$ cat src/rtl/approx_error_sweeper.sv
// Exhaustive error sweeper: drives every stimulus vector into an exact/approximate circuit
// pair and accumulates max error, summed error and the threshold-violation count.
module approx_error_sweeper #(
   parameter int IN_W  = 4,
   parameter int OUT_W = 3,
   parameter int ET    = 4
) (
   input  logic                  clk,
   input  logic                  rst,
   input  logic                  start,
   output logic [IN_W-1:0]       stim,
   input  logic [OUT_W-1:0]      exact_in,
   input  logic [OUT_W-1:0]      approx_in,
   output logic                  busy,
   output logic                  done,
   output logic [OUT_W-1:0]      max_err,
   output logic [OUT_W+IN_W-1:0] sum_err,
   output logic [IN_W:0]         viol_count,
   output logic                  pass
);

   localparam logic [1:0] ST_IDLE  = 2'd0;
   localparam logic [1:0] ST_SWEEP = 2'd1;
   localparam logic [1:0] ST_DRAIN = 2'd2;
   localparam logic [1:0] ST_DONE  = 2'd3;

   localparam logic [IN_W-1:0] STIM_LAST = '1;

   logic [1:0]            state_q, state_d;
   logic [IN_W-1:0]       stim_q, stim_d;
   logic                  busy_q, busy_d;
   logic                  done_q, done_d;
   logic [OUT_W-1:0]      max_err_q, max_err_d;
   logic [OUT_W+IN_W-1:0] sum_err_q, sum_err_d;
   logic [IN_W:0]         viol_count_q, viol_count_d;
   logic                  pass_q, pass_d;
   logic [OUT_W-1:0]      err_q, err_d;
   logic                  err_v_q, err_v_d;

   logic [OUT_W:0]        diff;
   logic [OUT_W:0]        diff_neg;
   logic [OUT_W-1:0]      abs_err;
   logic [OUT_W-1:0]      max_acc;
   logic [OUT_W+IN_W-1:0] sum_acc;
   logic [IN_W:0]         viol_acc;

   // The subtraction carries one extra bit so its sign tells which operand was larger.
   always_comb begin
      diff     = {1'b0, exact_in} - {1'b0, approx_in};
      diff_neg = -diff;
      abs_err  = diff[OUT_W] ? diff_neg[OUT_W-1:0] : diff[OUT_W-1:0];
   end

   always_comb begin
      max_acc  = max_err_q;
      sum_acc  = sum_err_q;
      viol_acc = viol_count_q;
      if (err_v_q) begin
         max_acc = (err_q > max_err_q) ? err_q : max_err_q;
         sum_acc = sum_err_q + {{IN_W{1'b0}}, err_q};
         if (int'(err_q) > ET) viol_acc = viol_count_q + (IN_W+1)'(1);
      end
   end

   always_comb begin
      // NOTE: every _d starts from its held value so no path through the case infers a latch.
      state_d      = state_q;
      stim_d       = stim_q;
      busy_d       = busy_q;
      done_d       = done_q;
      max_err_d    = max_acc;
      sum_err_d    = sum_acc;
      viol_count_d = viol_acc;
      pass_d       = pass_q;
      err_d        = err_q;
      err_v_d      = err_v_q;
      case (state_q)
         ST_IDLE: begin
            if (start) begin
               state_d      = ST_SWEEP;
               stim_d       = '0;
               busy_d       = 1'b1;
               max_err_d    = '0;
               sum_err_d    = '0;
               viol_count_d = '0;
            end
         end
         ST_SWEEP: begin
            err_d   = abs_err;
            err_v_d = 1'b1;
            if (stim_q == STIM_LAST) state_d = ST_DRAIN;
            else                     stim_d  = stim_q + IN_W'(1);
         end
         ST_DRAIN: begin
            err_v_d = 1'b0;
            state_d = ST_DONE;
            done_d  = 1'b1;
            busy_d  = 1'b0;
            pass_d  = (viol_acc == '0);
         end
         default: begin
            done_d  = 1'b0;
            state_d = ST_IDLE;
         end
      endcase
   end

   // NOTE: state registers use non-blocking assignments so all flops update from pre-edge values.
   always_ff @(posedge clk) begin
      if (rst) begin
         state_q      <= ST_IDLE;
         stim_q       <= '0;
         busy_q       <= 1'b0;
         done_q       <= 1'b0;
         max_err_q    <= '0;
         sum_err_q    <= '0;
         viol_count_q <= '0;
         pass_q       <= 1'b0;
         err_q        <= '0;
         err_v_q      <= 1'b0;
      end else begin
         state_q      <= state_d;
         stim_q       <= stim_d;
         busy_q       <= busy_d;
         done_q       <= done_d;
         max_err_q    <= max_err_d;
         sum_err_q    <= sum_err_d;
         viol_count_q <= viol_count_d;
         pass_q       <= pass_d;
         err_q        <= err_d;
         err_v_q      <= err_v_d;
      end
   end

   assign stim       = stim_q;
   assign busy       = busy_q;
   assign done       = done_q;
   assign max_err    = max_err_q;
   assign sum_err    = sum_err_q;
   assign viol_count = viol_count_q;
   assign pass       = pass_q;

endmodule
$ cat config.mk
export PLATFORM = sky130hd
export DESIGN_NAME = approx_error_sweeper
export DESIGN_NICKNAME = d
export VERILOG_FILES = /design/src/rtl/approx_error_sweeper.sv
export SDC_FILE = /design/constraint.sdc
export NUM_CORES = 1
export LEC_CHECK = 0
export BUFFER_PORTS_ARGS = -buffer_cell sky130_fd_sc_hd__buf_4
export CORE_ASPECT_RATIO = 0.8
export CORE_MARGIN = 8
export CORE_UTILIZATION = 28
export DETAILED_ROUTE_END_ITERATION = 16
export SKIP_LAST_GASP = 1
export SLEW_MARGIN = 20
export SYNTH_ARGS = -nofsm -noshare
export SYNTH_HDL_FRONTEND = slang
export SYNTH_SLANG_ARGS = --single-unit
$ cat constraint.sdc
create_clock -name clk -period 1.85 [get_ports clk]
set_input_delay 0.37 -clock clk [delete_from_list [all_inputs] [get_ports clk]]
set_output_delay 0.37 -clock clk [all_outputs]
set_load 0.1 [all_outputs]
# --- Word level (Yosys, flattened, before mapping) ---
# Cells that the tools add are included.
totals:
  regBits: 28
  inputBits: 9
  out_inout_bits: 22
  wordCells: 54
classes:
  addsub: 5
  order_cmp: 2
  eq_ne: 6
  mux: 22
  reduce_logical: 9
op_table:
  columns: ["op", "n"]
  rows:
  - ["2-to-1 mux 7 bit", 3]
  - ["2-to-1 mux 5 bit", 4]
  - ["2-to-1 mux 3 bit", 5]
  - ["2-to-1 mux 4 bit", 2]
  - ["case mux 4 bit (2 select lines)", 1]
  - ["adder 7 x 3 -> 7 bit", 1]
  - ["inequality test 2 bit, second input constant", 3]
  - ["case mux 1 bit (2 select lines)", 3]
  - ["case mux 2 bit (3 select lines)", 1]
  - ["nonzero test 2 bit", 3]
  - ["adder 5 x 1 -> 5 bit, second input constant", 1]
  - ["logical NOT 5 bit", 1]
  - ["adder 4 x 1 -> 4 bit, second input constant", 1]
  - ["== test 4 bit, second input constant", 1]
  - ["2-to-1 mux 2 bit", 2]
  - ["AND reduction 2 bit", 2]
  - ["subtractor 3 x 3 -> 4 bit", 1]
  - ["> comparator 3 bit", 1]
  - ["> comparator 3 bit, second input constant", 1]
  - ["negator 3 bit", 1]
  - ["AND reduction 3 bit", 1]
  - ["== test 2 x 1 -> 1 bit, second input constant", 1]
  - ["== test 2 bit, second input constant", 1]
  - ["logical NOT 2 bit", 1]
  - ["other kinds (2)", 2]

# --- Logic depth before layout (Yosys ltp) ---
# Gate-level depths: netlist (run 1).
depth:
  word_depth: 5
  mapped_depth: 7
  depth_no_buf: 7

# --- Least setup slack after synthesis (run 1) ---
# No wires, ideal clock.
synth_path:
  kind: "reg2reg"
  from: "reg sum_err_q[0], in the netlist sum_err[0]"
  to: "reg sum_err_q[6], in the netlist sum_err[6]"
  setup_time_ns: 0.070
  t_arrival_ns: 2.440
  t_required_ns: 1.780
  path_slack_ns: -0.660
  path_stages_with_launch: 8
  synth_period_minus_slack_ns: 2.510
  path_cell_list: "dfxtp_1 -> ha_1 -> inv_1 -> fa_1 -> nor2b_1 -> o211ai_1 -> or3_1 -> a21oi_1"
synth_via:
  elab_chain_cells: 4
synth_lines:
  columns: ["element", "line_no", "text"]
  rows:
  - ["start: declaration", "34", "logic [OUT_W+IN_W-1:0] sum_err_q, sum_err_d;"]
  - ["start signal: assignment", "127", "sum_err_q <= sum_err_d;"]
  - ["adder 7 x 3 -> 7 bit *", "60", "sum_acc = sum_err_q + {{IN_W{1'b0}}, err_q};"]
  - ["2-to-1 mux 7 bit *", "58", "if (err_v_q) begin"]
  - ["2-to-1 mux 7 bit", "79", "if (start) begin"]
  - ["2-to-1 mux 7 bit *", "77", "case (state_q)"]
# Every way passes the cells marked *; elsewhere a longest branch is shown, timed or not.
# A chain may end at the register's enable or synchronous reset.

# --- Worst setup path in the final report (run 1) ---
layout_path:
  from: "reg err_q[0]"
  to: "reg sum_err_q[6], in the netlist sum_err[6]"
layout_via:
  elab_chain_cells: 4
layout_lines:
  columns: ["element", "line_no", "text"]
  rows:
  - ["start: declaration", "37", "logic [OUT_W-1:0] err_q, err_d;"]
  - ["start signal: assignment", "130", "err_q <= err_d;"]
  - ["adder 7 x 3 -> 7 bit *", "60", null]
  - ["2-to-1 mux 7 bit *", "58", null]
  - ["2-to-1 mux 7 bit", "79", null]
  - ["2-to-1 mux 7 bit *", "77", null]
# Marks and branches as above.

==> results of run 1 <==
==> cells in the final DEF (no fill, tap or decap), drive strengths merged <==
| cell | count |
|---|---|
| o31ai | 1 |
| nand3b | 1 |
| o21a | 2 |
| o211ai | 1 |
| nand2b | 3 |
| fa | 2 |
| nor3 | 2 |
| mux2i | 6 |
| nand3 | 3 |
| a21oi | 10 |
| o21ai | 5 |
| o211a | 2 |
| bufinv | 1 |
| dfxtp | 28 |
| nor2b | 4 |
| a211oi | 5 |
| nor2 | 29 |
| o41ai | 1 |
| xor2 | 8 |
| nand4b | 1 |
| nand2 | 7 |
| a21o | 2 |
| or3 | 1 |
| ha | 16 |
| and4 | 1 |
| clkbuf | 3 |
| buf | 37 |
| xnor2 | 5 |
| inv | 13 |
| nand4 | 5 |
==> metal layers <==
layer,vias up,routed length [µm],GRT usage,share of wire
li1,651,-,-,-
met1,571,1560,0.101,0.50
met2,16,1390,0.137,0.45
met3,2,144,0.0313,0.046
met4,0,11,0.0137,0.0035
met5,-,0,0,0
==> through the flow <==
step	utilization	hold WS [ps]	power [mW]	setup WS (ps)
final	0.365	350	2.36	125
after global routing	0.365	349	2.55	10.5
after CTS	0.363	344	2.38	113
after detailed placement	0.350	482	1.88	-130
after global placement	0.350	474	1.86	-77.0
after floorplan	-	448	1.62	-118
==> flip-flops by register name, indices dropped and copies added, names as in the netlist <==
name        count
viol_count      5
pass            1
stim            4
max_err         3
busy            1
err_q           3
state_q         2
err_v_q         1
sum_err         7
done            1
==> area by class of cell <==
class | instances | area (µm²) | area share
clock buffers | 3 | 41.3 | 0.0212
clock inverters | 1 | 30.0 | 0.0154
inverters | 13 | 48.8 | 0.0250
multi-input cells | 123 | 890 | 0.456
flip-flops and latches | 28 | 581 | 0.298
well taps | 65 | 81.3 | 0.0417
repair buffers | 37 | 278 | 0.142
==> worst max-delay path, cell delays in order, from the launching register on <==
cell	delay, ps
dfxtp_1	380
ha_4	140
inv_1	40
fa_1	390
nor2b_1	120
o211ai_1	100
or3_1	350
a21oi_1	140
==> power by group <==
part	internal [mW]	switching (mW)	leakage [nW]
clock network	0.290	0.199	0.0357
logic	0.391	0.696	0.588
registers	0.698	0.0872	0.233
==> final timing paths <==
| check | from | cells after the start | endpoint |
|---|---|---|---|
| worst max-delay path | err_q[0] | 7 | sum_err[6] |
| worst min-delay path | rst | 2 | stim[1] |
| worst max register to register | err_q[0] | 7 | sum_err[6] |
| worst min register to register | pass | 2 | pass |
==> cell families (layout without fill, tap and decap cells) <==
group                    count (synthesis)  in the layout  synth area share
AND/OR/NAND/NOR                         57             57             0.181
AO/OA/AOI/OAI                           29             29             0.122
flip-flops                              28             28             0.368
adder cells (fa/ha/maj)                 18             18             0.158
buffers and inverters                   18             54            0.0566
XOR/XNOR                                13             13            0.0747
multiplexers                             6              6            0.0394
==> results.toml, run 1 <==
[critical_path]
end_kind = "register"
critPathMaxFanout = 2
worstPathArrival_ps = 1950
r2r_setup_slack_ps = 130
worst_setup_path_start_kind = "register"
critPathKind = "reg -> reg"
worst_ep_required_time_ps = 2070

[placement]
io_buffers = 30
dp_hpwl_um = 2460
place_area_um2 = 1870
placed_cells = 265
gp_congestion = 0.754

[sta]
fin_crit_sh = 0.932
fmax_ghz = 0.580
slew_viol_final = 0
tightest_slew_ps = 322
skew_ps = 9.62
hold_violations = 0
setup_violations = 0
tns_ps = 0
relSlewSlack = 0.785
min_period_ps = 1720
rsz0062_at_grt = "no"

[drt]
wl_per_cell_um = 11.5
drtAntennaViolNets = 0
num_vias = 1240
firstDrtPassIters = 3
first_iter_violations = 24
totalWireLength_um = 3100
remaining_drc_errors = 0
viasPerCell = 4.59

[yosys]
yosysTopAreaCellShare = 0.368
synthTopCellsByArea = "dfxtp_1, ha_1, nor2_1"
yosysSeqAreaShare = 0.368
syn_nets = 196
ys_async_sr_fraction = 0
synth_largest_area_cell = "dfxtp_1"
synth_most_common_cell = "nor2_1"
syn_avg_cell_area_um2 = 9.02
ys_ff_latch = 28
syn_area_um2 = 1520
synth.distinct_cells = 32
yosysWarnings = 0
synth_edf_count = 0
netlist_instances = 169
ys_top_cells_by_count = "nor2_1, dfxtp_1, ha_1"
dominantRegCellSynth = "dfxtp_1"

[clocking]
clk_pin_slew_ps = 100
cts_setup_buffers = 0
holdBufCountCts = 0
cts_root_buf = "clkbuf_8"
clk-insertion-delay-late_ps = 280
clock_sinks = 28
cts_buffers = 3
post_cts_resized = 0
cts_tree = "done"
cts.path.max_buffers = 2
h-tree-depth = 1

[hold_path]
hold_path.class = "in -> reg"

[grt]
grt_pass1_wl_um = 5500
grtUsageTotal = 0.0821
grt_pass1_vias = 1221
grt_overflow_total = 0
grt_max_degree = 17
antenna_found_initial = 0

[finish]
final_area_um2 = 1950
n_antenna_cell = 0
syn_to_final_growth_pct = 27.9
drive_gt1_frac = 0.263
nets = 233
stdcell_count = 270
fillers = 566

[die]
start_util = 0.285
io_pins = 31
rows = 24
die_area_um2 = 8070
die_h_um = 82.0
die_w_um = 98.5
core_um2 = 5350

[power]
p_per_area_nw_per_um2 = 1210
p_leak_nw = 0.856
ir_drop_mv = 0.742

[job]
drv_cap = 0

[status]
status = "completed"
(Power assumes the default switching activity.)
==> run 2: changes to the inputs <==
ABC_AREA = 1   (was unset)
CORE_MARGIN = 3   (was 8)
==> run 2 against run 1 <==
Against the previous run: non-clock buffer count unchanged; sequential power up 8.5%; design area up 3.6%; combinational power up 56%; clock power down 21%; clock-buffer cell count up 1.
==> results.toml, run 2 <==
[critical_path]
critPathKind = "reg -> reg"
worstPathArrival_ps = 1890
worst_setup_path_start_kind = "register"
cp_top_family = "adder cells"
critPathBufInv = 1
max_stage_delay_ps = 400
critPathMaxFanout = 3
worst_ep_required_time_ps = 2020
slowest_stage = "fa_2"
worstPathCellList = "ha_2 -> inv_1 -> fa_2 -> o21ai_2 -> nand3_2 -> nor2_2 -> nand2_1 -> xor2_1 -> nor2_1"
end_kind = "register"

[grt]
antenna_found_initial = 0
grt_pass1_wl_um = 5800
grtUsageTotal = 0.107
grt_pass1_vias = 1330
grt_overflow_total = 0
grt_max_degree = 16

[die]
die_area_um2 = 6550
rows = 23
die_w_um = 89.8
die_h_um = 73.0
start_util = 0.302
io_pins = 31
core_um2 = 5210

[hold_path]
hold_path.class = "in -> reg"

[finish]
fillers = 550
syn_to_final_growth_pct = 28.5
stdcell_count = 323
n_antenna_cell = 0
final_cell_mix = "nand2_1, buf_4, inv_1, nor2_1, dfxtp_1"
multi_input_area_um2 = 878
seqCellArea_um2 = 576
drive_gt1_frac = 0.274
nets = 276
largest_register_ffs = 7

[clocking]
holdBufCountCts = 0
clk_pin_slew_ps = 100
cts.path.max_buffers = 2
clock_sinks = 28
h-tree-depth = 1
cts_tree = "done"
cts_root_buf = "clkbuf_8"
clk-insertion-delay-late_ps = 280
cts_buffers = 3

[drt]
wl_met3_um = 128
num_vias = 1364
top_layer = "met4"
totalWireLength_um = 3250
wl_per_cell_um = 10.0
viasPerCell = 4.22
dr_wl_met2_um = 1410
m1WireLength_um = 1680
firstDrtPassIters = 4
drtAntennaViolNets = 0
remaining_drc_errors = 0
first_iter_violations = 66

[yosys]
synth.distinct_cells = 25
synth_edf_count = 0
ys_async_sr_fraction = 0
syn_nets = 236
yosysWarnings = 0
dominantRegCellSynth = "dfxtp_1"
synth_compound_area_frac = 0.133
ys_ff_latch = 28
synthAdderAreaFrac = 0.153
ys_top_cells_by_count = "nand2_1, inv_1, dfxtp_1"
synth_xor_area_frac = 0.0279
synth_top_family_by_area = "simple AND/OR/NAND/NOR gates"
yosys.area_share.simple = 0.229
synthTopCellsByArea = "dfxtp_1, ha_1, nand2_1"
synth_most_common_cell = "nand2_1"
syn_avg_cell_area_um2 = 7.52
netlist_instances = 209
syn_area_um2 = 1570
synth_largest_area_cell = "dfxtp_1"
yosysSeqAreaShare = 0.357
synth_mux_area_frac = 0.00637
yosysTopAreaCellShare = 0.357

[status]
status = "completed"

[sta]
setup_violations = 0
tightest_slew_ps = 368
fin_hold_ws_ps = 305
hold_violations = 0
skew_ps = 3.90
fmax_ghz = 0.583
relSlewSlack = 0.755
fin_crit_sh = 0.927
min_period_ps = 1710
slew_viol_final = 0

[placement]
dp_hpwl_um = 2530
placed_cells = 315
io_buffers = 30
gp_congestion = 0.775

[power]
sw_frac_of_total = 0.516
combPwrFrac = 0.579
internal_power_mw = 1.42
p_seq_frac = 0.290
p_leak_nw = 0.953
p_per_area_nw_per_um2 = 1460
p_sw_mw = 1.52
ir_drop_mv = 0.709
p_clk_frac = 0.131

[job]
drv_cap = 0
-- run 2: path summary, 6_finish.rpt --
check,from,cells past startpoint,to,slack (ps)
worst max register to register,sum_err[0],9,sum_err[6],140
worst max-delay path,sum_err[0],9,sum_err[6],140
worst min-delay path,rst,2,pass,300
worst min register to register,max_err[1],2,max_err[1],470
-- run 2: power groups by stage --
stage | Combinational, mW | Clock [mW] | Sequential (mW)
floorplan | 0.745 | 0 | 1.46
global placement | 1.67 | 0 | 0.867
detailed placement | 1.69 | 0 | 0.866
CTS | 1.70 | 0.402 | 0.852
global route | 1.88 | 0.425 | 0.875
finish | 1.70 | 0.385 | 0.852
-- run 2: stage by stage --
stage          TNS (ps)  setup slack, ps  power, mW  area (µm²)  utilization
2_1_floorplan      -178             -178       2.20        1590            -
3_3_place_gp      -14.7            -14.7       2.54        1920        0.368
3_5_place_dp      -51.8            -51.8       2.56        1920        0.368
4_1_cts               0              103       2.96        1970        0.379
5_1_grt           -14.5            -14.5       3.18        2020        0.388
6_report              0              136       2.94        2020        0.388
-- run 2: cell type report --
class                           instances  area share
Clock buffer                            4      0.0273
Inverter                               37      0.0688
Multi-Input combinational cell        142       0.435
Sequential cell                        28       0.285
Tap cell                               75      0.0465
Timing Repair Buffer                   37       0.138
-- run 2: repair_timing --
action,4_1_cts,5_1_grt
endpoints found under the setup margin,0,1
gates resized for setup,0,6
setup buffers,0,4
-- run 2: kinds of logic (layout without fill, tap and decap cells) --
group | Yosys count | in the layout
XOR/XNOR | 5 | 5
flip-flops | 28 | 28
AND/OR/NAND/NOR | 82 | 82
adder cells (fa/ha/maj) | 18 | 18
AO/OA/AOI/OAI | 36 | 36
multiplexers | 1 | 1
buffers and inverters | 39 | 78
-- run 2: worst reg2reg max path, cell delays in order (launching register included) --
cell and delay [ps]:
dfxtp_4 360, ha_2 170, inv_1 60, fa_2 400, o21ai_2 130, nand3_2 90
nor2_2 130, nand2_1 70, xor2_1 150, nor2_1 50
-- run 2: per-layer routing --
metal | vias up | GRT usage
li1 | 746 | -
met1 | 594 | 0.134
met2 | 20 | 0.183
met3 | 4 | 0.0299
met4 | 0 | 0.0306
met5 | - | 0
==> run 3: changes to the inputs <==
CORE_UTILIZATION = 49   (was 28)
PLACE_DENSITY = 0.75   (was unset)
SLEW_MARGIN = unset   (was 20)
==> run 3 against run 2 <==
Against the previous run: design area decreased by 4.5%; clock power decreased by 1%; largest cell class unchanged; critical path depth unchanged; critical endpoint unchanged; first-iteration DRC count decreased by 67%; utilization increased by 27 points; highest routed layer unchanged; fmax decreased by 1.3%; via count increased by 2.1%.
==> results.toml, run 3 (synthesis results as in run 2) <==
[status]
status = "completed"

[sta]
fin_hold_ws_ps = 301
slew_viol_final = 0
tightest_slew_ps = 363
rsz0062_at_grt = "no"
tns_ps = 0
relSlewSlack = 0.758
setup_violations = 0
skew_ps = 1.49
fin_ws_ps = 112
fin_crit_sh = 0.939
min_period_ps = 1740
hold_violations = 0
fmax_ghz = 0.576

[critical_path]
worst_ep_required_time_ps = 2020
worst_setup_path_start_kind = "register"
worstPathArrival_ps = 1900
end_kind = "register"
critPathMaxFanout = 3
critPathKind = "reg -> reg"
rr_startpoint = "sum_err[0]"
crit_start = "sum_err[0]"

[grt]
busiest_layer = "met2"
met2_usage = 0.273
grt_pass1_vias = 1251
antenna_found_initial = 0
grt_max_degree = 16
grtUsageTotal = 0.164
grtUsageMet1 = 0.216
grt_util_met3 = 0.0501
grt_pass1_wl_um = 5350
grt_overflow_total = 0

[drt]
remaining_drc_errors = 0
viasPerCell = 4.94
num_vias = 1393
drtAntennaViolNets = 0
first_iter_violations = 22
wl_per_cell_um = 11.0
firstDrtPassIters = 4
totalWireLength_um = 3090

[placement]
gp_congestion = 0.825
io_buffers = 30
place_area_um2 = 1870
dp_hpwl_um = 2450
preCtsSetupSlack_ps = -84.8
placed_cells = 278

[clocking]
h-tree-depth = 1
holdBufCountCts = 0
clk-insertion-delay-late_ps = 270
clk_pin_slew_ps = 100
cts_tree = "done"
cts.path.max_buffers = 2
cts_root_buf = "clkbuf_8"
cts_setup_buffers = 0
clock_sinks = 28
cts_buffers = 3

[finish]
syn_to_final_growth_pct = 22.7
final_area_um2 = 1930
drive_gt1_frac = 0.242
largest_register_ffs = 7
final_cell_mix = "nand2_1, inv_1, buf_4, nor2_1, dfxtp_1"
stdcell_count = 282
n_antenna_cell = 0
nets = 272
final_common_cell = "nand2_1"
fin_util = 0.662

[power]
ir_drop_mv = 1.05
p_clk_frac = 0.130
combPwrFrac = 0.578
internal_power_mw = 1.42
p_seq_frac = 0.291
p_total_mw = 2.92
p_sw_mw = 1.51
p_per_area_nw_per_um2 = 1520
sw_frac_of_total = 0.516
p_leak_nw = 0.935

[die]
die_area_um2 = 3930
rows = 17
die_w_um = 69.3
start_util = 0.539
io_pins = 31
core_um2 = 2910
die_h_um = 56.7

[hold_path]
hold_path.class = "in -> reg"
min_from = "rst"

[job]
drv_cap = 0
run 3: metal layers:
metal,vias to the layer above,part of all wire,routed length (µm)
met4,0,0.0026,8
met2,22,0.46,1430
met3,2,0.042,129
met5,-,0,0
li1,741,-,-
met1,628,0.49,1520
run 3: power groups by stage:
stage | Clock (mW) | Combinational [mW] | Sequential [mW]
floorplan | 0 | 0.745 | 1.46
global placement | 0 | 1.66 | 0.864
detailed placement | 0 | 1.69 | 0.868
CTS | 0.396 | 1.70 | 0.854
global route | 0.420 | 1.85 | 0.870
finish | 0.381 | 1.69 | 0.852
run 3: area by class of cell:
class,count,area (µm²)
Fill cell,266,986
Multi-Input combinational cell,142,865
Sequential cell,28,574
Timing Repair Buffer,33,248
Inverter,37,139
Clock buffer,4,55.1
Tap cell,38,47.5
run 3: path summary, 6_finish.rpt:
check | end | slack (ps) | depth (start not counted)
worst max-delay path | sum_err[6] | 110 | 9
worst min-delay path | pass | 300 | 2
worst max register to register | sum_err[6] | 110 | 9
worst min register to register | max_err[1] | 480 | 2
run 3: critical path, stage by stage (launching register included):
cell	delay (ps)
dfxtp_4	370
ha_1	170
inv_1	60
fa_1	410
o21ai_1	150
nand3_1	110
nor2_2	120
nand2_1	70
xor2_1	140
nor2_1	50
run 3: what timing repair did:
item | 4_1_cts | 5_1_grt
setup endpoints to repair | 0 | 1
endpoints found under the hold margin | 0 | 0
gates resized for setup | 0 | 1
